<file path="config.mk">
export PLATFORM = sky130hd
export DESIGN_NAME = uart_tx_arbiter
export DESIGN_NICKNAME = d
export VERILOG_FILES = /design/src/rtl/uart_pkg.sv /design/src/rtl/uart_tx_arbiter_rr_pick.sv /design/src/rtl/uart_tx_arbiter.sv
export SDC_FILE = /design/constraint.sdc
export NUM_CORES = 1
export LEC_CHECK = 0
export BUFFER_PORTS_ARGS = -buffer_cell sky130_fd_sc_hd__buf_2
export CAP_MARGIN = 20
export CORE_ASPECT_RATIO = 0.8
export CORE_UTILIZATION = 38
export DETAILED_ROUTE_END_ITERATION = 7
export HOLD_SLACK_MARGIN = 0.06
export PLACE_DENSITY_LB_ADDON = 0.1
export SLEW_MARGIN = 20
export SYNTH_ARGS = -nofsm -noshare
export SYNTH_HDL_FRONTEND = slang
export SYNTH_SLANG_ARGS = --single-unit
</file>
<file path="constraint.sdc">
create_clock -name sysclk -period 2.05 [get_ports sysclk]
set_clock_uncertainty 0.2 [all_clocks]
set_input_delay 0.205 -clock sysclk [delete_from_list [all_inputs] [get_ports sysclk]]
set_output_delay 0.205 -clock sysclk [all_outputs]
set_load 0.01 [all_outputs]
</file>
<file path="src/rtl/uart_pkg.sv">
// Shared constants and types for the UART transmit arbiter.
package uart_pkg;

  localparam int SYS_CLK_FREQ          = 125000000;
  localparam int BAUD_RATE             = 115200;
  localparam int BAUD_LENGTH_IN_CYCLES = SYS_CLK_FREQ / BAUD_RATE;

  typedef enum logic {
    ARB_IDLE   = 1'b0,
    ARB_LOCKED = 1'b1
  } arb_state_t;

  // Width of a requester index; never narrower than one bit.
  function automatic int idx_width(input int n);
    return (n > 1) ? $clog2(n) : 1;
  endfunction

endpackage

</file>
<file path="src/rtl/uart_tx_arbiter_rr_pick.sv">
// Combinational round-robin picker: first set request after ptr, wrapping.
module rr_pick
  import uart_pkg::*;
#(
  parameter int N_REQ = 4,
  parameter int IW    = idx_width(N_REQ)
) (
  input  logic [N_REQ-1:0] req,
  input  logic [IW-1:0]    ptr,
  output logic [IW-1:0]    idx,
  output logic             found
);

  logic [IW-1:0] cand;

  // Scan ptr+1, ptr+2, ... so the last owner is considered last.
  always_comb begin
    idx   = '0;
    found = 1'b0;
    cand  = '0;
    for (int k = 1; k <= N_REQ; k++) begin
      cand = IW'((int'(ptr) + k) % N_REQ);
      if (!found && req[cand]) begin
        found = 1'b1;
        idx   = cand;
      end
    end
  end

endmodule

</file>
<file path="src/rtl/uart_tx_arbiter.sv">
// Shares one byte-wide UART serializer among N_REQ requesters with
// per-packet round-robin locking and an owner-stall watchdog.
//
//   state      | meaning
//   -----------+-------------------------------------------------------
//   ARB_IDLE   | no owner; picks the next requester, nothing passes
//   ARB_LOCKED | grant_id owns the serializer until its last byte or
//              | until it sits idle long enough to be forcibly released
module uart_tx_arbiter
  import uart_pkg::*;
#(
  parameter int N_REQ          = 4,
  parameter int TIMEOUT_CYCLES = 21700
) (
  input  logic                        sysclk,
  input  logic                        rst_n,
  input  logic [8*N_REQ-1:0]          req_data,
  input  logic [N_REQ-1:0]            req_valid,
  input  logic [N_REQ-1:0]            req_last,
  output logic [N_REQ-1:0]            req_ready,
  output logic [7:0]                  tx_data,
  output logic                        tx_valid,
  input  logic                        tx_ready,
  output logic [idx_width(N_REQ)-1:0] grant_id,
  output logic                        busy,
  output logic                        timeout_pulse
);

  localparam int            IW     = idx_width(N_REQ);
  localparam int            TW     = (TIMEOUT_CYCLES > 1) ? $clog2(TIMEOUT_CYCLES) : 1;
  localparam logic [TW-1:0] T_LAST = TW'((TIMEOUT_CYCLES > 0) ? TIMEOUT_CYCLES - 1 : 0);
  localparam bit            TO_EN  = (TIMEOUT_CYCLES > 0);

  arb_state_t    state_q, state_d;
  logic [IW-1:0] grant_q, grant_d;
  logic [IW-1:0] ptr_q, ptr_d;
  logic [TW-1:0] timer_q, timer_d;
  logic          pulse_q, pulse_d;

  logic [IW-1:0] pick_idx;
  logic          pick_found;
  logic          locked;
  logic          own_valid;
  logic          own_last;
  logic          xfer;
  logic          expired;

  rr_pick #(
    .N_REQ (N_REQ),
    .IW    (IW)
  ) u_pick (
    .req   (req_valid),
    .ptr   (ptr_q),
    .idx   (pick_idx),
    .found (pick_found)
  );

  assign locked    = (state_q == ARB_LOCKED);
  assign own_valid = req_valid[grant_q];
  assign own_last  = req_last[grant_q];
  assign tx_data   = req_data[{grant_q, 3'b000} +: 8];
  assign tx_valid  = locked && own_valid;
  assign xfer      = tx_valid && tx_ready;
  // A byte accepted on the expiry cycle wins over the watchdog.
  assign expired   = TO_EN && (timer_q == T_LAST) && !xfer;

  // Route the serializer's ready back to the owner only.
  always_comb begin
    req_ready = '0;
    if (locked) req_ready[grant_q] = tx_ready;
  end

  // Next-state: grant in IDLE, release on last byte or watchdog expiry.
  always_comb begin
    state_d = state_q;
    grant_d = grant_q;
    ptr_d   = ptr_q;
    timer_d = timer_q;
    pulse_d = 1'b0;
    case (state_q)
      ARB_IDLE: begin
        if (pick_found) begin
          grant_d = pick_idx;
          timer_d = '0;
          state_d = ARB_LOCKED;
        end
      end
      ARB_LOCKED: begin
        if (xfer && own_last) begin
          state_d = ARB_IDLE;
          ptr_d   = grant_q;
        end else if (expired) begin
          state_d = ARB_IDLE;
          ptr_d   = grant_q;
          pulse_d = 1'b1;
        end else if (xfer) begin
          timer_d = '0;
        end else if (!own_valid && (timer_q != T_LAST)) begin
          // Only owner-idle cycles count; serializer backpressure does not.
          timer_d = timer_q + 1'b1;
        end
      end
      default: state_d = ARB_IDLE;
    endcase
  end

  // State register with synchronous active-low reset.
  always_ff @(posedge sysclk) begin
    if (!rst_n) begin
      state_q <= ARB_IDLE;
      grant_q <= '0;
      ptr_q   <= IW'(N_REQ - 1);
      timer_q <= '0;
      pulse_q <= 1'b0;
    end else begin
      state_q <= state_d;
      grant_q <= grant_d;
      ptr_q   <= ptr_d;
      timer_q <= timer_d;
      pulse_q <= pulse_d;
    end
  end

  assign grant_id      = grant_q;
  assign busy          = locked;
  assign timeout_pulse = pulse_q;

endmodule
</file>
======== Word level (Yosys, flattened, before mapping) ========
Index checks and enable logic that the tools add are counted.
word-level totals
  output and inout bits ................... 17
  register bits after elaboration ......... 21
  bits of input ports ..................... 43
cells by class
  add/sub/neg operators ................... 5
  shift operators ......................... 1
  $lt $le $gt $ge ......................... 6
  muxes and demuxes ....................... 36
  reduce and logical (&&, ||, !) cells .... 19
  eq/ne operators ......................... 6
  bitwise gates (word level) .............. 3
operators with widths
  kind                                                                          number
  15-bit 2-to-1 mux                                                             5
  32-bit by 6-bit indexed part select with 8-bit output                         1
  15-bit case mux with 2 select lines                                           1
  15-bit by 1-bit adder with 15-bit output, second input constant               1
  15-bit == test, second input constant                                         1
  2-bit by 3-bit less-than comparator with 1-bit output, second input constant  5
  1-bit 2-to-1 mux                                                              15
  15-bit inequality test, second input constant                                 1
  1-bit binary-select mux with 2-bit select                                     6
  2-bit 2-to-1 mux                                                              6
  1-bit logical AND                                                             9
  2-bit inequality test, second input constant                                  3
  1-bit logical NOT                                                             5
  2-bit by 1-bit adder with 2-bit output, second input constant                 2
  2-bit adder, second input constant                                            2
  4-bit AND                                                                     1
  4-bit 2-to-1 mux                                                              1
  2-bit AND reduction                                                           2
  4-bit AND reduction                                                           1
  3-bit by 1-bit inequality test with 1-bit output, second input constant       1
  3-bit OR reduction                                                            1
  1-bit demux with 2-bit select                                                 1
  2-bit by 1-bit >= comparator with 1-bit output, second input constant         1
  1-bit NOT                                                                     2
  other kinds (2)                                                               2

======== Depth between registers and ports, before layout ========
  depth in word-level cells ............... 15
  gate-level depth with buffers ........... 8

======== Modules after synthesis ========
From an unflattened synthesis, not the netlist that was laid out.
unflattened totals
  cells, all modules ...................... 164
  area total of the unflattened synthesis .. 1545.2 um^2
modules (own cells, without submodules)
  module           instances  area an instance (um^2)  cells an instance  sequential area each (um^2)
  uart_tx_arbiter  1          1453.9                   150                420.4
  rr_pick          1          91.3                     14                 0.0

======== Worst setup path before layout ========
Ideal clock, no wire load.
  kind .................................... reg2reg
  start ................................... reg grant_q[1], in the netlist grant_id[1]
  end ..................................... reg timer_q[13]
  data required time ...................... 1.753 ns
  data arrival time ....................... 1.808 ns
  cell stages (with the launch flop) ...... 8
  path slack .............................. -0.054 ns
  cell sequence ........................... dfxtp_1 buf_2 mux2_2 nand3b_1 o2111a_1 nand4_2 buf_6 o41ai_4
on the way
  cells in the longest elaborated chain, start to end .. 8
  elaborated cells between the ends (all ways) .. 19
ends and longest elaborated chain
  what                                                                               line                                          text
  from (decl)                                                                        uart_tx_arbiter.sv:35                         logic [IW-1:0] grant_q, grant_d;
  from (signal assigned)                                                             uart_tx_arbiter.sv:117                        grant_q <= grant_d;
  1-bit binary-select mux with 2-bit select                                          uart_tx_arbiter.sv:59                         assign own_valid = req_valid[grant_q];
  1-bit 2-to-1 mux (not written as such)                                             uart_tx_arbiter.sv:59
  1-bit logical AND                                                                  uart_tx_arbiter.sv:62                         assign tx_valid = locked && own_valid;
  1-bit logical AND                                                                  uart_tx_arbiter.sv:63                         assign xfer = tx_valid && tx_ready;
  15-bit 2-to-1 mux / 1-bit logical NOT (equally long branches)                      uart_tx_arbiter.sv:96, uart_tx_arbiter.sv:65
  15-bit 2-to-1 mux / 1-bit logical AND (equally long branches)                      uart_tx_arbiter.sv:92, uart_tx_arbiter.sv:65
  15-bit 2-to-1 mux / 2-bit inequality test (equally long branches)                  -
  15-bit case mux with 2 select lines / 4-bit AND reduction (equally long branches)  -
  to (signal assigned)                                                               uart_tx_arbiter.sv:119                        timer_q <= timer_d;
  to (decl)                                                                          uart_tx_arbiter.sv:37                         logic [TW-1:0] timer_q, timer_d;
Parallel ways exist; a longest one is shown, timed or not. The select of a mux whose other input is x is not followed.
A chain may end at the register's enable or synchronous reset.

======== Worst setup path after layout ========
  start ................................... reg timer_q[0]
  end ..................................... reg timer_q[3]
on the way
  cells in the longest elaborated chain, start to end .. 6
  elaborated cells between the ends (all ways) .. 13
ends and longest elaborated chain
  what                                      line                    text
  15-bit by 1-bit adder with 15-bit output  uart_tx_arbiter.sv:100  timer_d = timer_q + 1'b1;
  15-bit 2-to-1 mux                         uart_tx_arbiter.sv:98   end else if (!own_valid && (timer_q != T_LAST)) begin
  15-bit 2-to-1 mux                         uart_tx_arbiter.sv:96   end else if (xfer) begin
  15-bit 2-to-1 mux                         uart_tx_arbiter.sv:92   end else if (expired) begin
  15-bit 2-to-1 mux                         uart_tx_arbiter.sv:89   if (xfer && own_last) begin
  15-bit case mux with 2 select lines       uart_tx_arbiter.sv:80   case (state_q)
Parallel ways exist; a longest one is shown, timed or not. The select of a mux whose other input is x is not followed.

==> results.json <==
{
  "die_height_um": 57.8,
  "antenna_left": 0,
  "fin_total_pwr_mw": 1.05,
  "cts_buffers": 3,
  "start_kind": "flip-flop",
  "synth_fp_nets": 215,
  "num_vias": 1716,
  "worstSkewPairLatency_ns": 0.26,
  "synth_area_um2": 1480,
  "ys_seq_area_frac": 0.285,
  "cap_violations": 0,
  "htreeDepth": 1,
  "seq_area_um2": 429,
  "clockPowerShare": 0.265,
  "worst_slew_pin_slew_ns": 0.432,
  "io_buffers": 59,
  "cts_root_buf": "clkbuf_8",
  "peakVddDrop_uv": 321,
  "final_cell_mix": "buf_2, buf_4, dfxtp_1",
  "powerDensity_nw_per_um2": 474,
  "initial_utilization": 0.414,
  "drive_above_1_share": 0.504,
  "gp_congestion": 0.897,
  "seq_power_share": 0.409,
  "finalNonFillerCells": 302,
  "grt_pass1_wl_um": 7290,
  "fillers": 322,
  "dr.pass1.iters": 4,
  "io_pins": 60,
  "cts_tree": "built",
  "clock_sinks": 21,
  "layout_setup_ws_ns": -0.0279,
  "hold_violations": 0,
  "antenna_cells": 0,
  "power.static_leakage_nw": 0.976,
  "ys_warn_count": 0,
  "finalCritPeriodShare": 1.01,
  "drv_slew": 0,
  "grt_pass1_vias": 1619,
  "die_x_um": 71.7,
  "area_growth_pct": 50.1,
  "period_minus_slack_ns": 2.08,
  "rsz0062_at_grt": "true",
  "p_sw_frac": 0.302,
  "synth_edf_count": 0,
  "setup_viol": 6,
  "nets": 305,
  "max-clock-path-buffers": 2,
  "grt_max_degree": 15,
  "drc_errors": 0,
  "ys_ff_latch": 21,
  "numPlacedInstances": 292,
  "relSlewSlack": 0.712,
  "track_usage": 0.227,
  "dpl.hpwl_um": 3500,
  "viasPerCell": 5.68,
  "crit_required_ns": 2.05,
  "status": "finished, violations left",
  "async_flop_share": 0,
  "rows": 19,
  "tns_ns": -0.0767,
  "dieArea_um2": 4140,
  "synth_flop_cell": "dfxtp_1",
  "routed_wl_um": 4520,
  "worstPathMaxFanout": 7,
  "first_iter_violations": 124,
  "grt_overflow": 0,
  "p_comb_frac": 0.326,
  "multiInputGateArea_um2": 1080,
  "yosysUniqueCellTypes": 47,
  "failed_checks": "negative setup slack",
  "critPathKind": "reg -> reg",
  "r2r_setup_slack_ns": -0.03,
  "holdCritPathClass": "in -> reg",
  "syn-mean-instance-area_um2": 8.64,
  "routedWlPerCell_um": 15.0,
  "clk_pin_slew_worst_paths_ns": 0.08,
  "layout_commonest_cell": "buf_2",
  "arrival_ns": 2.08,
  "antenna_found_initial": 0,
  "p_int_mw": 0.734,
  "core-area_um2": 3570,
  "end_kind": "flip-flop",
  "synthCells": 171,
  "p_sw_mw": 0.317,
  "fmax_mhz": 481
}
## synth_stat cells, types with 6 or more instances
cell type,n,share of area
o21ai_0,8,0.027
o21ai_1,13,0.044
o31ai_1,6,0.030
nand2_1,15,0.038
nor2_1,16,0.041
a21oi_1,9,0.030
nand3_1,11,0.037
mux4_2,9,0.14
dfxtp_1,21,0.28
## power groups by stage
stage,registers [mW],clock network [mW],logic [mW]
floorplan,0.434,0,0.178
global placement,0.439,0,0.292
detailed placement,0.440,0,0.302
CTS,0.431,0.287,0.335
global route,0.431,0.305,0.372
finish,0.429,0.278,0.343
## worst max-delay path, cell delays in order (launching register included)
cell and delay (ns):
dfxtp_4 0.35, ha_1 0.21, nor4bb_2 0.17, nand4_1 0.10, o2111a_2 0.31, nand4_4 0.20
or3_1 0.39, o21ai_1 0.08
## cells by family (layout without fill, tap and decap cells)
group,Yosys count,count (layout),synth area share
AOI/OAI and AO/OA,54,54,0.253
adders and majority gates,1,1,0.00847
buffers and inverters,13,102,0.0432
DFF,21,21,0.285
muxes,13,13,0.165
and+or+nand+nor,69,69,0.246
## what timing repair did
action | CTS | global route
gates cloned | 0 | 0
buffers inserted | 2 | 3
pin swaps | 6 | 6
resized for setup | 19 | 13
setup endpoints to repair | 25 | 22
hold endpoints to repair | 1 | 0
hold buffers | 1 | 0
## metal layers
metal,vias to the layer above,track usage,share of wire
met5,-,0,0
met4,0,0.0588,0.010
met3,7,0.0400,0.050
met2,51,0.407,0.48
met1,826,0.284,0.45
li1,832,-,-
## layout make-up
cell class	instances	share of cell area
multi-input combinational	137	0.487
timing repair buffer	95	0.270
sequential	21	0.193
tap	42	0.0237
clock buffer	4	0.0203
inverter	3	0.00508
## flip-flops by register name, indices dropped and copies added (netlist names)
name and count:
timeout_pulse 1, grant_id 2, timer_q 15, busy 1, ptr_q 2
## per-stage QoR
| step | setup WS, ns | area [um^2] | utilization | hold slack [ns] |
|---|---|---|---|---|
| 3_3_place_gp | -0.0729 | 2000 | 0.561 | 0.280 |
| 3_5_place_dp | -0.123 | 2000 | 0.561 | 0.290 |
| 6_report | -0.0279 | 2220 | 0.622 | 0.211 |
| 5_1_grt | -0.0938 | 2220 | 0.622 | 0.246 |
| 4_1_cts | -0.0415 | 2160 | 0.605 | 0.208 |
| 2_1_floorplan | 0.00412 | 1480 | - | 0.199 |
## path summary, 6_finish.rpt
kind	from	to	depth (start not counted)
worst min-delay path	req_valid[3]	grant_id[0]$_SDFFE_PN0P_	4
worst max register to register	timer_q[0]$_SDFFE_PN0P_	timer_q[3]$_SDFFE_PN0P_	7
worst min register to register	timer_q[10]$_SDFFE_PN0P_	timer_q[10]$_SDFFE_PN0P_	2
worst max-delay path	timer_q[0]$_SDFFE_PN0P_	timer_q[3]$_SDFFE_PN0P_	7
No activity file was read; power rests on OpenSTA's default activity.
